## config.mk

```make
export PLATFORM = sky130hd
export DESIGN_NAME = key_hold_gen
export DESIGN_NICKNAME = d
export VERILOG_FILES = /design/src/rtl/key_hold_gen_pkg.sv /design/src/rtl/key_hold_gen_cyc_timer.sv /design/src/rtl/key_hold_gen.sv
export SDC_FILE = /design/constraint.sdc
export NUM_CORES = 1
export LEC_CHECK = 0
export ABC_CLOCK_PERIOD_IN_PS = 7800
export CAP_MARGIN = 5
export CORE_ASPECT_RATIO = 1.2
export CORE_MARGIN = 5
export CORE_UTILIZATION = 35
export CTS_CLUSTER_DIAMETER = 60
export DETAILED_ROUTE_END_ITERATION = 8
export PLACE_DENSITY = 0.62
export SLEW_MARGIN = 10
export SYNTH_ARGS = -nofsm -noshare
export SYNTH_HDL_FRONTEND = slang
export SYNTH_SLANG_ARGS = --single-unit
```

## constraint.sdc

```tcl
create_clock -name FPGA_CLK -period 7.8 [get_ports FPGA_CLK]
set_input_delay 1.56 -clock FPGA_CLK [delete_from_list [all_inputs] [get_ports FPGA_CLK]]
set_output_delay 1.56 -clock FPGA_CLK [all_outputs]
set_load 0.05 [all_outputs]
```

## src/rtl/key_hold_gen_pkg.sv

```systemverilog
`default_nettype none
// +----------------------------------------------------------------------+
// | Package : key_pkg                                                    |
// | Shared timing constants and state encoding for the key-hold          |
// | generator and its matching hold detector, so both ends agree on      |
// | what "short" and "long" mean.                                        |
// | Revision: 1.0 - initial release                                      |
// +----------------------------------------------------------------------+
package key_pkg;

  // Generator sequencing states
  typedef enum logic [1:0] {
    IDLE = 2'd0,
    HOLD = 2'd1,
    GAP  = 2'd2,
    DONE = 2'd3
  } key_state_e;

  // Default timing at a 50 MHz system clock
  localparam int DEF_CNT_W     = 28;
  localparam int DEF_LONG_CYC  = 150_000_000;  // 3.0 s
  localparam int DEF_SHORT_CYC = 25_000_000;   // 0.5 s
  localparam int DEF_GAP_CYC   = 25_000_000;   // 0.5 s
  localparam int DEF_REP_W     = 4;

endpackage
`default_nettype wire

```

## src/rtl/key_hold_gen_cyc_timer.sv

```systemverilog
`default_nettype none
// +----------------------------------------------------------------------+
// | Module  : cyc_timer                                                  |
// | Free-running up-counter with synchronous clear and a terminal-count  |
// | flag that marks the last cycle of a phase of 'len' cycles.           |
// | Ports   : clk, rst_n (async active-low), clr (restart at 0),         |
// |           len (phase length, >=1), tc (count == len-1)               |
// | Revision: 1.0 - initial release                                      |
// +----------------------------------------------------------------------+
module cyc_timer #(
  parameter int CNT_W = 28
) (
  input  logic             clk,
  input  logic             rst_n,
  input  logic             clr,
  input  logic [CNT_W-1:0] len,
  output logic             tc
);

  logic [CNT_W-1:0] r_count;

  always_ff @(posedge clk or negedge rst_n) begin
    if (!rst_n) begin
      r_count <= '0;
    end else if (clr) begin
      r_count <= '0;
    end else begin
      r_count <= r_count + CNT_W'(1);
    end
  end

  assign tc = (r_count == (len - CNT_W'(1)));

endmodule
`default_nettype wire

```

## src/rtl/key_hold_gen.sv

```systemverilog
`default_nettype none
// +----------------------------------------------------------------------+
// | Module  : key_hold_gen                                               |
// | Generates timed key presses: key_out high for a short or long        |
// | duration, repeated rep_cnt times with low gaps in between.           |
// | Ports   : FPGA_CLK, rst_n (async active-low)                         |
// |           start    - one-cycle request, honoured only when idle      |
// |           long_sel - 1 selects LONG_CYC, 0 selects SHORT_CYC         |
// |           rep_cnt  - number of presses (0 behaves as 1)              |
// |           abort    - cancels a running sequence                      |
// |           key_out  - generated key level (registered)                |
// |           busy     - sequence in progress                            |
// |           f_done   - one-cycle pulse on normal completion            |
// | Revision: 1.0 - initial release                                      |
// +----------------------------------------------------------------------+
module key_hold_gen
  import key_pkg::*;
#(
  parameter int CNT_W     = DEF_CNT_W,
  parameter int LONG_CYC  = DEF_LONG_CYC,
  parameter int SHORT_CYC = DEF_SHORT_CYC,
  parameter int GAP_CYC   = DEF_GAP_CYC,
  parameter int REP_W     = DEF_REP_W
) (
  input  logic             FPGA_CLK,
  input  logic             rst_n,
  input  logic             start,
  input  logic             long_sel,
  input  logic [REP_W-1:0] rep_cnt,
  input  logic             abort,
  output logic             key_out,
  output logic             busy,
  output logic             f_done
);

  localparam logic [CNT_W-1:0] C_LONG_LEN  = CNT_W'(LONG_CYC);
  localparam logic [CNT_W-1:0] C_SHORT_LEN = CNT_W'(SHORT_CYC);
  localparam logic [CNT_W-1:0] C_GAP_LEN   = CNT_W'(GAP_CYC);

  localparam longint C_MAX_CYC = (longint'(1) << CNT_W) - 1;
  localparam bit C_PARAMS_OK =
    (longint'(LONG_CYC)  >= 1) && (longint'(LONG_CYC)  <= C_MAX_CYC) &&
    (longint'(SHORT_CYC) >= 1) && (longint'(SHORT_CYC) <= C_MAX_CYC) &&
    (longint'(GAP_CYC)   >= 1) && (longint'(GAP_CYC)   <= C_MAX_CYC);

  key_state_e       r_state;
  logic [CNT_W-1:0] r_len;
  logic [REP_W-1:0] r_reps;

  logic [CNT_W-1:0] w_phase_len;
  logic             w_tc;
  logic             w_clr;

  // One timer serves both timed phases; only the length it compares to changes.
  assign w_phase_len = (r_state == GAP) ? C_GAP_LEN : r_len;

  // Restart the count whenever a phase ends or nothing is being timed,
  // so every HOLD/GAP phase begins at count 0.
  assign w_clr = (r_state == IDLE) || (r_state == DONE) || abort || w_tc;

  cyc_timer #(
    .CNT_W (CNT_W)
  ) u_timer (
    .clk   (FPGA_CLK),
    .rst_n (rst_n),
    .clr   (w_clr),
    .len   (w_phase_len),
    .tc    (w_tc)
  );

  always_ff @(posedge FPGA_CLK or negedge rst_n) begin
    if (!rst_n) begin
      r_state <= IDLE;
      r_len   <= '0;
      r_reps  <= '0;
      key_out <= 1'b0;
      busy    <= 1'b0;
      f_done  <= 1'b0;
    end else begin
      f_done <= 1'b0;
      case (r_state)
        IDLE: begin
          // abort has priority over a simultaneous start
          if (start && !abort) begin
            r_state <= HOLD;
            r_len   <= long_sel ? C_LONG_LEN : C_SHORT_LEN;
            r_reps  <= (rep_cnt == '0) ? REP_W'(1) : rep_cnt;
            key_out <= 1'b1;
            busy    <= 1'b1;
          end
        end

        HOLD: begin
          if (abort) begin
            r_state <= IDLE;
            key_out <= 1'b0;
            busy    <= 1'b0;
          end else if (w_tc) begin
            r_reps  <= r_reps - REP_W'(1);
            key_out <= 1'b0;
            // More than one press left before the decrement means another follows
            if (r_reps > REP_W'(1)) begin
              r_state <= GAP;
            end else begin
              r_state <= DONE;
              f_done  <= 1'b1;
            end
          end
        end

        GAP: begin
          if (abort) begin
            r_state <= IDLE;
            busy    <= 1'b0;
          end else if (w_tc) begin
            r_state <= HOLD;
            key_out <= 1'b1;
          end
        end

        DONE: begin
          // Single completion cycle; abort here changes nothing further
          r_state <= IDLE;
          busy    <= 1'b0;
        end

        default: begin
          r_state <= IDLE;
          key_out <= 1'b0;
          busy    <= 1'b0;
        end
      endcase
    end
  end

`ifndef SYNTHESIS
  // Phase lengths must fit the counter without wrapping and be non-zero
  a_params_ok : assert property (@(posedge FPGA_CLK) C_PARAMS_OK);
`endif

endmodule
`default_nettype wire
```

==> results of run 1 <==
[cell usage in the layout (no fill, tap or decap), types with 2 or more instances in the layout]
cell	instances
clkbuf_8	6
xor2_1	17
and2_1	5
clkinv_2	2
xnor2_1	13
nor4_1	2
o2111ai_1	2
nand3_1	13
mux2i_1	3
a31oi_1	2
nand4_1	5
inv_1	12
nor3_1	13
and3_1	8
nand2b_1	4
dfrtp_1	40
a22oi_1	2
o22a_1	2
or2_2	3
or4b_1	2
a21oi_1	9
ha_1	11
nor2b_1	3
nand2_1	17
o21ai_1	2
a21o_1	2
nor3b_1	2
clkdlybuf4s50_1	10
o21ai_0	7
and4_1	3
nor2_1	47
o311ai_0	2
[routing by layer]
layer,vias up,part of all wire
li1,1004,-
met1,959,0.44
met2,26,0.51
met3,10,0.022
met4,0,0.027
met5,-,0
[metrics by stage]
stage          hold slack [ns]  area (µm²)  power, mW  std cells  setup WS [ns]
2_1_floorplan            0.450        2550      0.453        286           4.66
3_3_place_gp             0.476        2690      0.492        375           3.13
3_5_place_dp             0.484        2690      0.496        375           3.02
4_1_cts                  0.495        2780      0.644        383           3.01
5_1_grt                  0.512        2780      0.682        383           2.53
6_report                 0.490        2780      0.636        383           3.03
[where the power goes]
part / switching (mW) / leakage (nW) / total, mW / internal (mW)
sequential: 0.0360 / 0.527 / 0.266 / 0.230
combinational: 0.134 / 0.572 / 0.222 / 0.0886
clock: 0.0763 / 0.0510 / 0.147 / 0.0707
[worst paths after layout]
kind	start	endpoint	cells after the start
setup / recovery	r_state[0]	u_timer.r_count[5]	11
hold / removal	u_timer.r_count[0]	u_timer.r_count[0]	1
setup reg to reg	r_state[0]	u_timer.r_count[5]	11
hold reg to reg	u_timer.r_count[0]	u_timer.r_count[0]	1
max in group asynchronous	rst_n	f_done	1
min in group asynchronous	rst_n	u_timer.r_count[4]	1
[cell type report]
| cell class | count | area, µm² | area share |
|---|---|---|---|
| clock buffer | 6 | 82.6 | 0.0297 |
| clock inverter | 2 | 10.0 | 0.00360 |
| inverter | 13 | 48.8 | 0.0176 |
| multi-input combinational | 221 | 1420 | 0.510 |
| sequential | 40 | 1000 | 0.360 |
| tap | 90 | 113 | 0.0405 |
| timing repair buffer | 11 | 105 | 0.0378 |
[state kept, by name, summed over array words and instances, names as in the netlist]
signal and flops:
r_state 2, busy 1, r_len 3, r_reps 4, f_done 1, u_timer.r_count 28
key_out 1
[critical path: stages, from the launching register on]
cell and delay, ns:
dfrtp_1 0.42, inv_1 0.09, ha_1 0.46, nand2b_1 0.25, ha_1 0.39, or4b_1 0.50
and3_1 0.21, a211oi_2 0.15, o2111ai_1 0.17, nor4bb_2 1.00, or3b_1 0.85, nor2_1 0.12
[logic make-up (layout without fill, tap and decap cells)]
| group | count (synthesis) | count (layout) |
|---|---|---|
| AO/OA/AOI/OAI | 42 | 42 |
| flip-flops | 40 | 40 |
| AND/OR/NAND/NOR | 134 | 134 |
| buffers and inverters | 25 | 32 |
| XOR/XNOR | 30 | 30 |
| adder cells (fa/ha/maj) | 11 | 11 |
| multiplexers | 4 | 4 |
==> flow_summary.ini, run 1 <==
[global_routing]
gr-total-overflow = 0
grt_pass1_vias = 1983
global_route.usage.met3 = 0.0214
grt_max_degree = 41
use_met1 = 0.157
grtUsageMet2 = 0.212
track_usage = 0.127
antenna_found_initial = 0
grt_busiest_layer = met2
grt_first_pass_wirelength_um = 9400

[cells_and_area]
nNetsFinal = 312
antenna_cells = 0
final_util = 0.386
drive_gt1_frac = 0.0614
syn2layout_area_growth_pct = 8.88
fillerInstances = 721

[die]
start_util = 0.355
ioPinCount = 12
row_count = 34
die_h_um = 104
fp.dieW_um = 87.9
die_area_um2 = 9100
core_um2 = 7190

[drt]
routed_wl_um = 5360
wl_per_cell_um = 14.0
via_per_inst = 5.22
ant_nets = 0
drt_first_pass_iters = 4
drc = 0
drt-initial-drc-count = 104
num_vias = 1999

[placed_design]
gp_congestion = 0.839
hpwlAfterDp_um = 3850
port_buffers = 11

[logic_synthesis]
syn_avg_cell_area_um2 = 8.92
yosysMostFrequentCell = nor2_1
async_reset_ff_frac = 1.00
ys_types = 54
yosys.area_share.simple = 0.270
synth_fa_ha_area_frac = 0.0539
synth_warnings = 0
synth_xor_area_frac = 0.103
syn_inst = 286
seq_area_frac_synth = 0.392
synth_nets = 306
synth_edf_count = 0
synth_flop_cell = dfrtp_1
yosysTopAreaCellShare = 0.392
netlist_area_um2 = 2550
ys_seq_elements = 40
synth.area.mux_share = 0.0162
synth_compound_area_frac = 0.113
synthTopCellsByCount = nor2_1, dfrtp_1, nand2_1, xor2_1
synth_top_family_by_area = simple AND/OR/NAND/NOR gates
yosysTopAreaCell = dfrtp_1
yosys-top-cells-area = dfrtp_1, nor2_1, xor2_1, ha_1, xnor2_1

[cts]
ctsResizeCount = 0
clk_pin_slew_worst_paths_ns = 0.08
postCtsSetupBuffers = 0
cts_tree = done
cts_buffers = 5
clock_path_buffers = 2
insertion_delay_ns = 0.30
hold_buffers = 0
h-tree-depth = 2
ctsRootBufferMaster = clkbuf_8
cts.sinks = 40

[timing]
slew_headroom = 0.218
worstMarginPinSlew_ns = 1.16
finalWorstPathRequiredPeriod_ns = 4.77
finalHoldViolCount = 0
max_freq_mhz = 210
finalSetupTns_ns = 0
clock_skew_ns = 0.00715
rsz0062_at_grt = no
finalCritPeriodShare = 0.611
maxSlewViolCount = 0
setup_viol_count_final = 0

[run_status]
status = complete, no violations

[setup_path]
crit_arrival_ns = 4.91
cp.required_ns = 7.94
cp_max_fo = 28
critical_path_class = reg2reg
ff2ff_setup_slack_ns = 3.03
critPathCaptureType = register
startpoint_type = register

[run]
cap_viol_max_count = 0

[power]
powerDensity_nw_per_um2 = 229
p_leak_nw = 1.15
ir_drop_uv = 107

[worst_hold_path]
worstHoldPathType = reg2reg
Power figures use the tool's default switching activity.
==> run 2: changes to the inputs <==
--- a/config.mk
+++ b/config.mk
@@ -5,14 +5,14 @@
 export SDC_FILE = /design/constraint.sdc
 export NUM_CORES = 1
 export LEC_CHECK = 0
-export ABC_CLOCK_PERIOD_IN_PS = 7800
+export ABC_CLOCK_PERIOD_IN_PS = 4300
 export CAP_MARGIN = 5
 export CORE_ASPECT_RATIO = 1.2
 export CORE_MARGIN = 5
 export CORE_UTILIZATION = 35
 export CTS_CLUSTER_DIAMETER = 60
 export DETAILED_ROUTE_END_ITERATION = 8
-export PLACE_DENSITY = 0.62
+export PLACE_DENSITY = 0.64
 export SLEW_MARGIN = 10
 export SYNTH_ARGS = -nofsm -noshare
 export SYNTH_HDL_FRONTEND = slang
==> constraint.sdc (replaced) <==
create_clock -name FPGA_CLK -period 4.3 [get_ports FPGA_CLK]
set_input_delay 0.86 -clock FPGA_CLK [delete_from_list [all_inputs] [get_ports FPGA_CLK]]
set_output_delay 0.86 -clock FPGA_CLK [all_outputs]
set_load 0.05 [all_outputs]
==> flow_summary.ini, run 2 (synthesis results as in run 1) <==
[setup_path]
critPathLaunch = r_state[0]
cp.required_ns = 4.47
crit_arrival_ns = 3.98
startpoint_type = register
critical_path_class = reg2reg
ff2ff_setup_slack_ns = 0.49
reg2reg_from = r_state[0]
critPathCaptureType = register
cp_max_fo = 28
rr_worst_depth = 14
reg2reg_to = u_timer.r_count[26]

[cells_and_area]
drive_gt1_frac = 0.0678
largest_reg_flops = 28
seq_area_um2 = 1000
reg_top3 = u_timer.r_count: 28 flops, r_reps: 4 flops, r_len: 3 flops
fillerInstances = 710
antenna_cells = 0
final_cell_mix = nor2_1, dfrtp_1, xor2_1, nand2_1
nNetsFinal = 314
final_common_cell = nor2_1
regMostFlops = u_timer.r_count
final_cells = 385
multiInputGateArea_um2 = 1420
syn2layout_area_growth_pct = 10.2

[timing]
finalWorstPathRequiredPeriod_ns = 3.81
worstMarginPinSlew_ns = 0.893
maxSlewViolCount = 0
setup_viol_count_final = 0
finalHoldViolCount = 0
slew_headroom = 0.405
max_freq_mhz = 263
hold_slack_ns = 0.498
finalCritPeriodShare = 0.886
clock_skew_ns = 0.00251
rsz0062_at_grt = no
worst_slack_ns = 0.491
finalSetupTns_ns = 0

[worst_hold_path]
hold_start = u_timer.r_count[0]
min_to = u_timer.r_count[0]
worstHoldPathType = reg2reg
min_path_cells = 1

[global_routing]
grt_max_degree = 41
grt_pass1_vias = 1979
antenna_found_initial = 0
track_usage = 0.123
gr-total-overflow = 0
grt_first_pass_wirelength_um = 9080

[power]
ir_drop_uv = 260
powerDensity_nw_per_um2 = 430
p_leak_nw = 1.16
totalPowerFinal_mw = 1.21

[cts]
postCtsSetupBuffers = 0
hold_buffers = 0
ctsRootBufferMaster = clkbuf_8
insertion_delay_ns = 0.29
cts.sinks = 40
h-tree-depth = 2
ctsResizeCount = 0
clk_pin_slew_worst_paths_ns = 0.08
cts_tree = done
cts_buffers = 5
clock_path_buffers = 2

[drt]
via_per_inst = 5.27
drt-initial-drc-count = 76
num_vias = 2030
ant_nets = 0
routed_wl_um = 5380
drc = 0
drt_first_pass_iters = 4
wl_per_cell_um = 14.0

[placed_design]
hpwlAfterDp_um = 3900
dp_slack_ns = 0.519
port_buffers = 11
gp_congestion = 0.845
place_inst = 377

[run_status]
status = complete, no violations

[die]
core_um2 = 7190
ioPinCount = 12
row_count = 34
die_area_um2 = 9100
die_h_um = 104
fp.dieW_um = 87.9
start_util = 0.355

[run]
cap_viol_max_count = 0
## run 2: changes by cell type in the layout (fill, tap and decap cells not counted)
cell        previous run  this run
clkbuf_8               6         5
bufinv_16              0         1
clkinvlp_4             0         1
buf_4                  0         2
clkinv_2               2         1
## run 2: cell type report
cell class / instances / area share
clock buffers: 5 / 0.0245
multi-input cells: 221 / 0.504
repair buffers: 13 / 0.0427
flip-flops and latches: 40 / 0.356
inverters: 13 / 0.0174
well taps: 90 / 0.0401
clock inverters: 3 / 0.0151
## run 2: routing by layer
| layer | part of all wire | wire [µm] | global-route usage | vias up |
|---|---|---|---|---|
| li1 | - | - | - | 1011 |
| met1 | 0.44 | 2370 | 0.151 | 957 |
| met2 | 0.49 | 2650 | 0.204 | 49 |
| met3 | 0.031 | 164 | 0.0222 | 13 |
| met4 | 0.036 | 192 | 0.0603 | 0 |
| met5 | 0 | 0 | 0 | - |
## run 2: worst max path at each step
stage / to / cells past startpoint
floorplan: key_out / 13
global placement: u_timer.r_count[27] / 14
detailed placement: u_timer.r_count[9] / 14
CTS: u_timer.r_count[9] / 14
global route: u_timer.r_count[22] / 14
finish: u_timer.r_count[26] / 14
## run 2: stage by stage
step / util / cell area, µm²
after floorplan: - / 2550
after global placement: 0.376 / 2700
after detailed placement: 0.376 / 2700
after CTS: 0.391 / 2810
after global routing: 0.391 / 2810
final: 0.391 / 2810
## run 2: critical path, stage by stage, from the launching register on
cell and delay, ns:
dfrtp_1 0.42, inv_1 0.09, ha_1 0.48, nand2b_1 0.27, ha_1 0.38, ha_1 0.30
xor2_1 0.13, nand4_1 0.12, a211oi_1 0.29, o2111ai_1 0.17, nor4bb_2 0.28, buf_4 0.23
or3b_1 0.13, buf_4 0.29, nor2_1 0.09
## run 2: power breakdown
group / total [mW] / internal (mW) / switching, mW
registers: 0.486 / 0.418 / 0.0679
logic: 0.413 / 0.164 / 0.249
clock network: 0.312 / 0.172 / 0.140
